==> config.mk <==
export PLATFORM = sky130hd
export DESIGN_NAME = morse_key_timer_flat
export DESIGN_NICKNAME = d
export VERILOG_FILES = /design/src/rtl/morse_key_timer_if.sv /design/src/rtl/morse_key_timer.sv /design/src/flat_wrapper.sv
export SDC_FILE = /design/constraint.sdc
export NUM_CORES = 1
export LEC_CHECK = 0
export ABC_AREA = 1
export CAP_MARGIN = 20
export CORE_MARGIN = 4
export CORE_UTILIZATION = 43
export DETAILED_ROUTE_END_ITERATION = 8
export DONT_BUFFER_PORTS = 1
export PLACE_DENSITY = 0.64
export SLEW_MARGIN = 20
export SYNTH_ARGS = -nofsm -noshare
export SYNTH_HDL_FRONTEND = slang
export SYNTH_SLANG_ARGS = --single-unit
==> constraint.sdc <==
create_clock -name clk -period 4.9 [get_ports clk]
set_input_delay 1.47 -clock clk [delete_from_list [all_inputs] [get_ports clk]]
set_output_delay 1.47 -clock clk [all_outputs]
set_load 0.01 [all_outputs]
==> src/rtl/morse_key_timer_if.sv <==
// Signal bundle between the Morse key front end, the timing controller and the letter lookup.
// The dbg_* members expose controller state and the duration counter for observation.
interface morse_key_timer_if #(
    parameter int CNT_W = 8
);
    logic             key_i;
    logic             tick_i;
    logic             tick_clr_o;
    logic             sym_valid_o;
    logic             sym_dash_o;
    logic             letter_valid_o;
    logic [4:0]       letter_code_o;
    logic [2:0]       letter_len_o;
    logic             letter_err_o;
    logic             word_end_o;
    logic             busy_o;
    logic [1:0]       dbg_state_o;
    logic [CNT_W-1:0] dbg_dur_o;

    // Every *_valid / word_end output is a single-cycle pulse with no ready back-pressure:
    // the consumer must take it in the cycle it is high; qualified data is stable during that cycle.
    modport master (
        output key_i, tick_i,
        input  tick_clr_o, sym_valid_o, sym_dash_o, letter_valid_o, letter_code_o,
        input  letter_len_o, letter_err_o, word_end_o, busy_o, dbg_state_o, dbg_dur_o
    );

    modport slave (
        input  key_i, tick_i,
        output tick_clr_o, sym_valid_o, sym_dash_o, letter_valid_o, letter_code_o,
        output letter_len_o, letter_err_o, word_end_o, busy_o, dbg_state_o, dbg_dur_o
    );
endinterface

==> src/rtl/morse_key_timer.sv <==
// Times key-down/key-up intervals in prescaler ticks, classifies dots/dashes,
// assembles up to five symbols per letter and flags letter and word gaps.
module morse_key_timer #(
    parameter int CNT_W     = 8,
    parameter int MIN_TH    = 2,
    parameter int DASH_TH   = 8,
    parameter int LETTER_TH = 8,
    parameter int WORD_TH   = 20
) (
    input  logic             clk,
    input  logic             rst,
    morse_key_timer_if.slave bus
);

    typedef enum logic [1:0] {
        S_IDLE  = 2'd0,
        S_MARK  = 2'd1,
        S_SPACE = 2'd2
    } state_e;

    localparam logic [CNT_W-1:0] DUR_MAX = '1;

    state_e           state_q, state_d;
    logic [CNT_W-1:0] dur_q, dur_d;
    logic [2:0]       len_q, len_d;
    logic [4:0]       code_q, code_d;
    logic             err_q, err_d;
    logic             key_d_q;

    logic             sym_valid_q, sym_valid_d;
    logic             sym_dash_q, sym_dash_d;
    logic             letter_valid_q, letter_valid_d;
    logic [4:0]       letter_code_q, letter_code_d;
    logic [2:0]       letter_len_q, letter_len_d;
    logic             letter_err_q, letter_err_d;
    logic             word_end_q, word_end_d;

    logic             rise, fall;
    logic             tick_clr_c;
    logic             dash_c;
    logic [CNT_W-1:0] dur_inc;

    assign rise    = bus.key_i & ~key_d_q;
    assign fall    = ~bus.key_i & key_d_q;
    assign dur_inc = (dur_q == DUR_MAX) ? dur_q : dur_q + CNT_W'(1);
    assign dash_c  = int'(dur_q) >= DASH_TH;

    always_ff @(posedge clk or negedge rst) begin
        if (!rst) begin
            state_q        <= S_IDLE;
            dur_q          <= '0;
            len_q          <= '0;
            code_q         <= '0;
            err_q          <= 1'b0;
            key_d_q        <= 1'b0;
            sym_valid_q    <= 1'b0;
            sym_dash_q     <= 1'b0;
            letter_valid_q <= 1'b0;
            letter_code_q  <= '0;
            letter_len_q   <= '0;
            letter_err_q   <= 1'b0;
            word_end_q     <= 1'b0;
        end else begin
            state_q        <= state_d;
            dur_q          <= dur_d;
            len_q          <= len_d;
            code_q         <= code_d;
            err_q          <= err_d;
            key_d_q        <= bus.key_i;
            sym_valid_q    <= sym_valid_d;
            sym_dash_q     <= sym_dash_d;
            letter_valid_q <= letter_valid_d;
            letter_code_q  <= letter_code_d;
            letter_len_q   <= letter_len_d;
            letter_err_q   <= letter_err_d;
            word_end_q     <= word_end_d;
        end
    end

    // Edges always take priority over a coincident tick so every interval starts tick-aligned.
    always_comb begin
        state_d        = state_q;
        dur_d          = dur_q;
        len_d          = len_q;
        code_d         = code_q;
        err_d          = err_q;
        tick_clr_c     = 1'b0;
        sym_valid_d    = 1'b0;
        sym_dash_d     = sym_dash_q;
        letter_valid_d = 1'b0;
        letter_code_d  = letter_code_q;
        letter_len_d   = letter_len_q;
        letter_err_d   = letter_err_q;
        word_end_d     = 1'b0;

        unique case (state_q)
            S_IDLE: begin
                if (rise) begin
                    state_d    = S_MARK;
                    dur_d      = '0;
                    tick_clr_c = 1'b1;
                end
            end

            S_MARK: begin
                if (fall) begin
                    tick_clr_c = 1'b1;
                    dur_d      = '0;
                    if (int'(dur_q) < MIN_TH) begin
                        state_d = (len_q != 3'd0) ? S_SPACE : S_IDLE;
                    end else begin
                        state_d     = S_SPACE;
                        sym_valid_d = 1'b1;
                        sym_dash_d  = dash_c;
                        // A sixth symbol is reported but cannot be stored; the letter is marked bad.
                        if (len_q < 3'd5) begin
                            code_d = {code_q[3:0], dash_c};
                            len_d  = len_q + 3'd1;
                        end else begin
                            err_d = 1'b1;
                        end
                    end
                end else if (bus.tick_i) begin
                    dur_d = dur_inc;
                end
            end

            S_SPACE: begin
                if (rise) begin
                    state_d    = S_MARK;
                    dur_d      = '0;
                    tick_clr_c = 1'b1;
                end else if (bus.tick_i) begin
                    dur_d = dur_inc;
                    if (int'(dur_inc) == LETTER_TH && len_q != 3'd0) begin
                        letter_valid_d = 1'b1;
                        letter_code_d  = code_q;
                        letter_len_d   = len_q;
                        letter_err_d   = err_q;
                        code_d         = '0;
                        len_d          = '0;
                        err_d          = 1'b0;
                    end
                    if (int'(dur_inc) == WORD_TH) begin
                        word_end_d = 1'b1;
                        state_d    = S_IDLE;
                        dur_d      = '0;
                    end
                end
            end

            default: begin
                state_d = S_IDLE;
                dur_d   = '0;
            end
        endcase
    end

    // tick_clr is combinational; gating with reset keeps every output low while reset is held.
    assign bus.tick_clr_o     = rst & tick_clr_c;
    assign bus.sym_valid_o    = sym_valid_q;
    assign bus.sym_dash_o     = sym_dash_q;
    assign bus.letter_valid_o = letter_valid_q;
    assign bus.letter_code_o  = letter_code_q;
    assign bus.letter_len_o   = letter_len_q;
    assign bus.letter_err_o   = letter_err_q;
    assign bus.word_end_o     = word_end_q;
    assign bus.busy_o         = (state_q != S_IDLE);
    assign bus.dbg_state_o    = state_q;
    assign bus.dbg_dur_o      = dur_q;

    a_sym_letter_exclusive : assert property (
        @(posedge clk) disable iff (!rst) !(sym_valid_q && letter_valid_q)
    );

endmodule
==> src/flat_wrapper.sv <==
// flat-port wrapper written by rule: the top's interface ports become plain ports
module morse_key_timer_flat 
#(
    parameter int CNT_W     = 8,
    parameter int MIN_TH    = 2,
    parameter int DASH_TH   = 8,
    parameter int LETTER_TH = 8,
    parameter int WORD_TH   = 20
)
  (clk, rst, bus_key_i, bus_tick_i, bus_tick_clr_o, bus_sym_valid_o, bus_sym_dash_o, bus_letter_valid_o, bus_letter_code_o, bus_letter_len_o, bus_letter_err_o, bus_word_end_o, bus_busy_o, bus_dbg_state_o, bus_dbg_dur_o);
  morse_key_timer_if #(.CNT_W(CNT_W)) bus_i ();
  input  logic clk;
  input  logic rst;
  input wire logic [$bits(bus_i.key_i)-1:0] bus_key_i;
  input wire logic [$bits(bus_i.tick_i)-1:0] bus_tick_i;
  output wire logic [$bits(bus_i.tick_clr_o)-1:0] bus_tick_clr_o;
  output wire logic [$bits(bus_i.sym_valid_o)-1:0] bus_sym_valid_o;
  output wire logic [$bits(bus_i.sym_dash_o)-1:0] bus_sym_dash_o;
  output wire logic [$bits(bus_i.letter_valid_o)-1:0] bus_letter_valid_o;
  output wire logic [$bits(bus_i.letter_code_o)-1:0] bus_letter_code_o;
  output wire logic [$bits(bus_i.letter_len_o)-1:0] bus_letter_len_o;
  output wire logic [$bits(bus_i.letter_err_o)-1:0] bus_letter_err_o;
  output wire logic [$bits(bus_i.word_end_o)-1:0] bus_word_end_o;
  output wire logic [$bits(bus_i.busy_o)-1:0] bus_busy_o;
  output wire logic [$bits(bus_i.dbg_state_o)-1:0] bus_dbg_state_o;
  output wire logic [$bits(bus_i.dbg_dur_o)-1:0] bus_dbg_dur_o;
  assign bus_i.key_i = bus_key_i;
  assign bus_i.tick_i = bus_tick_i;
  assign bus_tick_clr_o = bus_i.tick_clr_o;
  assign bus_sym_valid_o = bus_i.sym_valid_o;
  assign bus_sym_dash_o = bus_i.sym_dash_o;
  assign bus_letter_valid_o = bus_i.letter_valid_o;
  assign bus_letter_code_o = bus_i.letter_code_o;
  assign bus_letter_len_o = bus_i.letter_len_o;
  assign bus_letter_err_o = bus_i.letter_err_o;
  assign bus_word_end_o = bus_i.word_end_o;
  assign bus_busy_o = bus_i.busy_o;
  assign bus_dbg_state_o = bus_i.dbg_state_o;
  assign bus_dbg_dur_o = bus_i.dbg_dur_o;
  morse_key_timer #(.CNT_W(CNT_W), .MIN_TH(MIN_TH), .DASH_TH(DASH_TH), .LETTER_TH(LETTER_TH), .WORD_TH(WORD_TH)) u_core (.clk(clk), .rst(rst), .bus(bus_i));
endmodule
# Word level (Yosys, flattened, before mapping)
# Cells that the tools add are included.
dict set report classes {
  n_reduce_logical 12
  add_sub_neg 2
  n_eq_ne 16
  bitwise 7
  muxes 51
  magnitude_cmp 3
}
# operator n
set ops {}
lappend ops {{$mux 8} 7}
lappend ops {{$mux 5} 6}
lappend ops {{$pmux 8 s3} 1}
lappend ops {{$mux 1} 19}
lappend ops {{$mux 3} 6}
lappend ops {{$mux 2} 7}
lappend ops {{$reduce_and 7->1} 2}
lappend ops {{$pmux 5 s2} 1}
lappend ops {{$add 8x1->8 const B} 1}
lappend ops {{$eq 8x5->1 const B} 1}
lappend ops {{$eq 8x6->1 const B} 1}
lappend ops {{$eq 8x8->1 const B} 1}
lappend ops {{$ge 8x4->1 const B} 1}
lappend ops {{$lt 8x2->1 const B} 1}
lappend ops {{$ne 2x1->1 const B} 4}
lappend ops {{$ne 2x2->1 const B} 4}
lappend ops {{$reduce_and 4->1} 2}
lappend ops {{$ne 3x2->1 const B} 2}
lappend ops {{$pmux 2 s3} 1}
lappend ops {{$pmux 3 s2} 1}
lappend ops {{$reduce_and 3->1} 2}
lappend ops {{$not 1->1} 4}
lappend ops {{$pmux 1 s2} 2}
lappend ops {{$reduce_bool 2->1} 2}
lappend ops {{other kinds (10)} 12}
dict set report word_totals {
  wordCells 104
  ff_bits 33
  output_inout_bits 25
  input_bits 4
}

# Logic depth before layout (Yosys ltp)
dict set report depth {
  ltp_word 8
  depth_mapped 13
  mapped_depth_nobuf 13
}

# Least setup slack after synthesis
# No wires, ideal clock.
dict set report synth_timing {
  kind {input-to-output}
  start {input port bus_key_i}
  end {output port bus_tick_clr_o}
  path_buffers 0
  path_slack_ns 1.329
  t_required_ns 3.430
  stages 4
  arrival_ns 2.101
  path_cell_list {nand2_1 > inv_1 > o21ai_0 > a211oi_1}
}
dict set report synth_via {
  elab_chain_cells 5
  elab_cells_between_ends 7
  classes_between {mux (3); bitwise (4)}
}
# item line
set synth_rtl {}
lappend synth_rtl {{start: declaration} flat_wrapper.sv:14} ;# input wire logic [$bits(bus_i.key_i)-1:0] bus_key_i;
lappend synth_rtl {{$not 1->1} morse_key_timer.sv:44} ;# assign fall = ~bus.key_i & key_d_q;
lappend synth_rtl {{$and 1x1->1} morse_key_timer.sv:44}
lappend synth_rtl {{$mux 1} morse_key_timer.sv:106} ;# if (fall) begin
lappend synth_rtl {{$pmux 1 s2 (*)} morse_key_timer.sv:96} ;# unique case (state_q)
lappend synth_rtl {{$and 1x1->1 (*)} morse_key_timer.sv:160} ;# assign bus.tick_clr_o = rst & tick_clr_c;
lappend synth_rtl {{end: declaration} flat_wrapper.sv:16} ;# output wire logic [$bits(bus_i.tick_clr_o)-1:0] bus_tick_clr_o;
# Mark *: on every way between the ends. The rest lies on a longest branch, timed or not.

# Worst setup path after layout
# Ends and elaborated chain as after synthesis.

==> run_results.csv <==
group,metric,value,unit
clocking,clockBufferDepth,2,
global_route,grt_pass1_vias,1507,
drt,drc,0,
timing,setup_viol,0,
worst_setup_path,critPathCaptureType,"output port",
finish,final_common_cell,"nand2_1",
global_route,grt_max_degree,35,
finish,fin_nets,256,
synth,synthesis.area,1870,um2
drt,vias,1566,
worst_setup_path,rr_startpoint,"u_core.bus.dbg_state_o[0]$_DFFE_PN0P_",
die,die_h,73.9,um
clocking,hold_buffers,0,
timing,fin_tns_setup,0,ps
die,io_pins,29,
timing,fin_crit_sh,75.2,%
finish,multi_input_area,943,um2
pwr,power,800,uW
timing,fmax,271,MHz
timing,rsz0062_at_grt,"false",
timing,clock_skew,8.31,ps
drt,dr.first_iter.drc_count,143,
finish,regArea,826,um2
pwr,vdd_drop_max,0.286,mV
synth,synth-seq-cells,33,
die,die-area,5460,um2
drt,drt-total-wl,4.11,mm
die,start_util,45.7,%
drt,avgRoutedWirePerCell,13.9,um
global_route,grt_usage,17.1,%
synth,ys_types,25,
placement,placed_area,1930,um2
clocking,postCtsSetupRepairBufs,0,
drt,firstDrtPassIters,4,
global_route,grt_pass1_wl,7.15,mm
min_path,whs_endpoint,"u_core.code_q[3]$_DFFE_PN0P_",
global_route,antenna_found_initial,0,
worst_setup_path,reg2reg_depth,9,
die,core,4090,um2
clocking,ctsHtreeMaxLevel,2,
synth,synth_fp_nets,250,
finish,finish.instance_area,2010,um2
die,rows,23,
clocking,clock_latency,290,ps
worst_setup_path,arrival,2220,ps
placement,io_buffers,0,
timing,worst_pin_slew,563,ps
synth,netlist_instances,238,
clocking,numClockSinks,33,
drt,ant_nets,0,
min_path,worstHoldStart,"u_core.code_q[2]$_DFFE_PN0P_",
finish,layout_common_cells,"77 x nand2_1, 33 x dfrtp_1, 25 x nand3_1",
synth,synth_top_area_cell,"dfrtp_1",
synth,avgSynthCellArea,7.84,um2
synth,ys_seq_area_share,44.2,%
synth,yosysWarnings,0,
run_status,status,"finished clean",
die,dieWidth,73.9,um
clocking,cts_resized,0,
timing,hold_violations,0,
clocking,cts_tree,"yes",
clocking,clk_pin_slew,70,ps
synth,ys_top_cells_by_area,"dfrtp_1 44%, nand2_1 15%, nand3_1 6.7%, o21ai_0 5.9%, ha_1 5.4%",
min_path,min_path_cells,2,
pwr,cellLeakagePower,0.00110,uW
clocking,cts-root-buf,"clkbuf_8",
worst_setup_path,criticalPathCategory,"in -> out",
finish,area_growth,7.57,%
worst_setup_path,start_kind,"input pin",
finish,n_antenna_cell,0,
worst_setup_path,timing.rr.end,"u_core.bus.dbg_dur_o[5]$_DFFE_PN0P_",
finish,layout-drive-gt1-share,9.39,%
worst_setup_path,rrSetupSlack,2620,ps
drt,vias_per_cell,5.31,
timing,fin_crit,3690,ps
timing,slew_headroom,62.3,%
job,drv_cap,0,
worst_setup_path,required,3430,ps
min_path,hp-class,"reg -> reg",
worst_setup_path,worstPathMaxFanout,6,
clocking,numCtsBuffers,5,
pwr,powerDensity,399,nW/um2
finish,post-route-util,49.1,%
placement,dp_hpwl,3.07,mm
global_route,grt_overflow,0,
placement,place.gp.congestion,0.885,
timing,drv_slew,0,
finish,fillCellCount,405,
synth,yosysTopAreaCellShare,44.2,%
[registers in the layout (all words and copies together) (netlist names), 2 cells and up]
signal                    count
u_core.len_q                  3
u_core.bus.dbg_state_o        2
u_core.code_q                 5
u_core.bus.letter_len_o       3
u_core.bus.letter_code_o      5
u_core.bus.dbg_dur_o          8
[critical path, cell delays in order]
cell and delay, ps:
nand2_1 130, inv_1 100, o21ai_0 120, a211oi_1 400
[cell families after synthesis]
kind of cell,after synthesis,synth area share [%]
adder cells (fa/ha/maj),8,5.36
AND/OR/NAND/NOR,136,34.9
AO/OA/AOI/OAI,33,9.38
flip-flops,33,44.2
buffers and inverters,26,5.23
XOR/XNOR,2,0.939
[synth_stat cells (all sizes together)]
master and n:
nand2 83, dfrtp 33, nand3 27, inv 25
o21ai 24, nor2 21, ha 8, a21oi 4
o22ai 3, nand4 2, nor3 2, a211oi 1
a311oi 1, clkbuf 1, or2 1, xnor2 1
xor2 1
[routing by layer]
layer  global-route usage, %  wire (um)  vias to the layer above
met3                    4.51        284                        9
met1                    23.8       1950                      723
met2                    24.9       1790                       49
li1                        -          -                      785
met4                    7.24         77                        0
met5                       0          0                        -
[cell type report]
class / count / area share (%)
clock inverters: 2 / 0.498
multi-input cells: 179 / 47.0
flip-flops and latches: 33 / 41.1
clock buffers: 6 / 3.61
well taps: 50 / 3.12
inverters: 25 / 4.67
[how the worst max path moves through the flow]
stage / from / to / slack, ps / cells after the start
3_5_place_dp: bus_key_i / bus_tick_clr_o / 1230 / 4
5_1_grt: bus_key_i / bus_tick_clr_o / 1120 / 4
2_1_floorplan: bus_key_i / bus_tick_clr_o / 1330 / 4
4_1_cts: bus_key_i / bus_tick_clr_o / 1220 / 4
6_report: bus_key_i / bus_tick_clr_o / 1210 / 4
3_3_place_gp: bus_key_i / bus_tick_clr_o / 1240 / 4
[metrics by stage]
step | cells | worst slack, ps | hold slack [ps]
6_report | 295 | 1210 | 503
5_1_grt | 295 | 1120 | 527
4_1_cts | 295 | 1220 | 501
3_5_place_dp | 287 | 1230 | 486
3_3_place_gp | 287 | 1240 | 481
2_1_floorplan | 238 | 1330 | 442
[where the power goes]
part / internal (uW) / total [uW] / switching, uW
Clock: 98.4 / 199 / 101
Sequential: 312 / 361 / 49.5
Combinational: 76.4 / 240 / 164
Total: 486 / 800 / 314
Note: power is estimated with default switching activity, not from simulation.
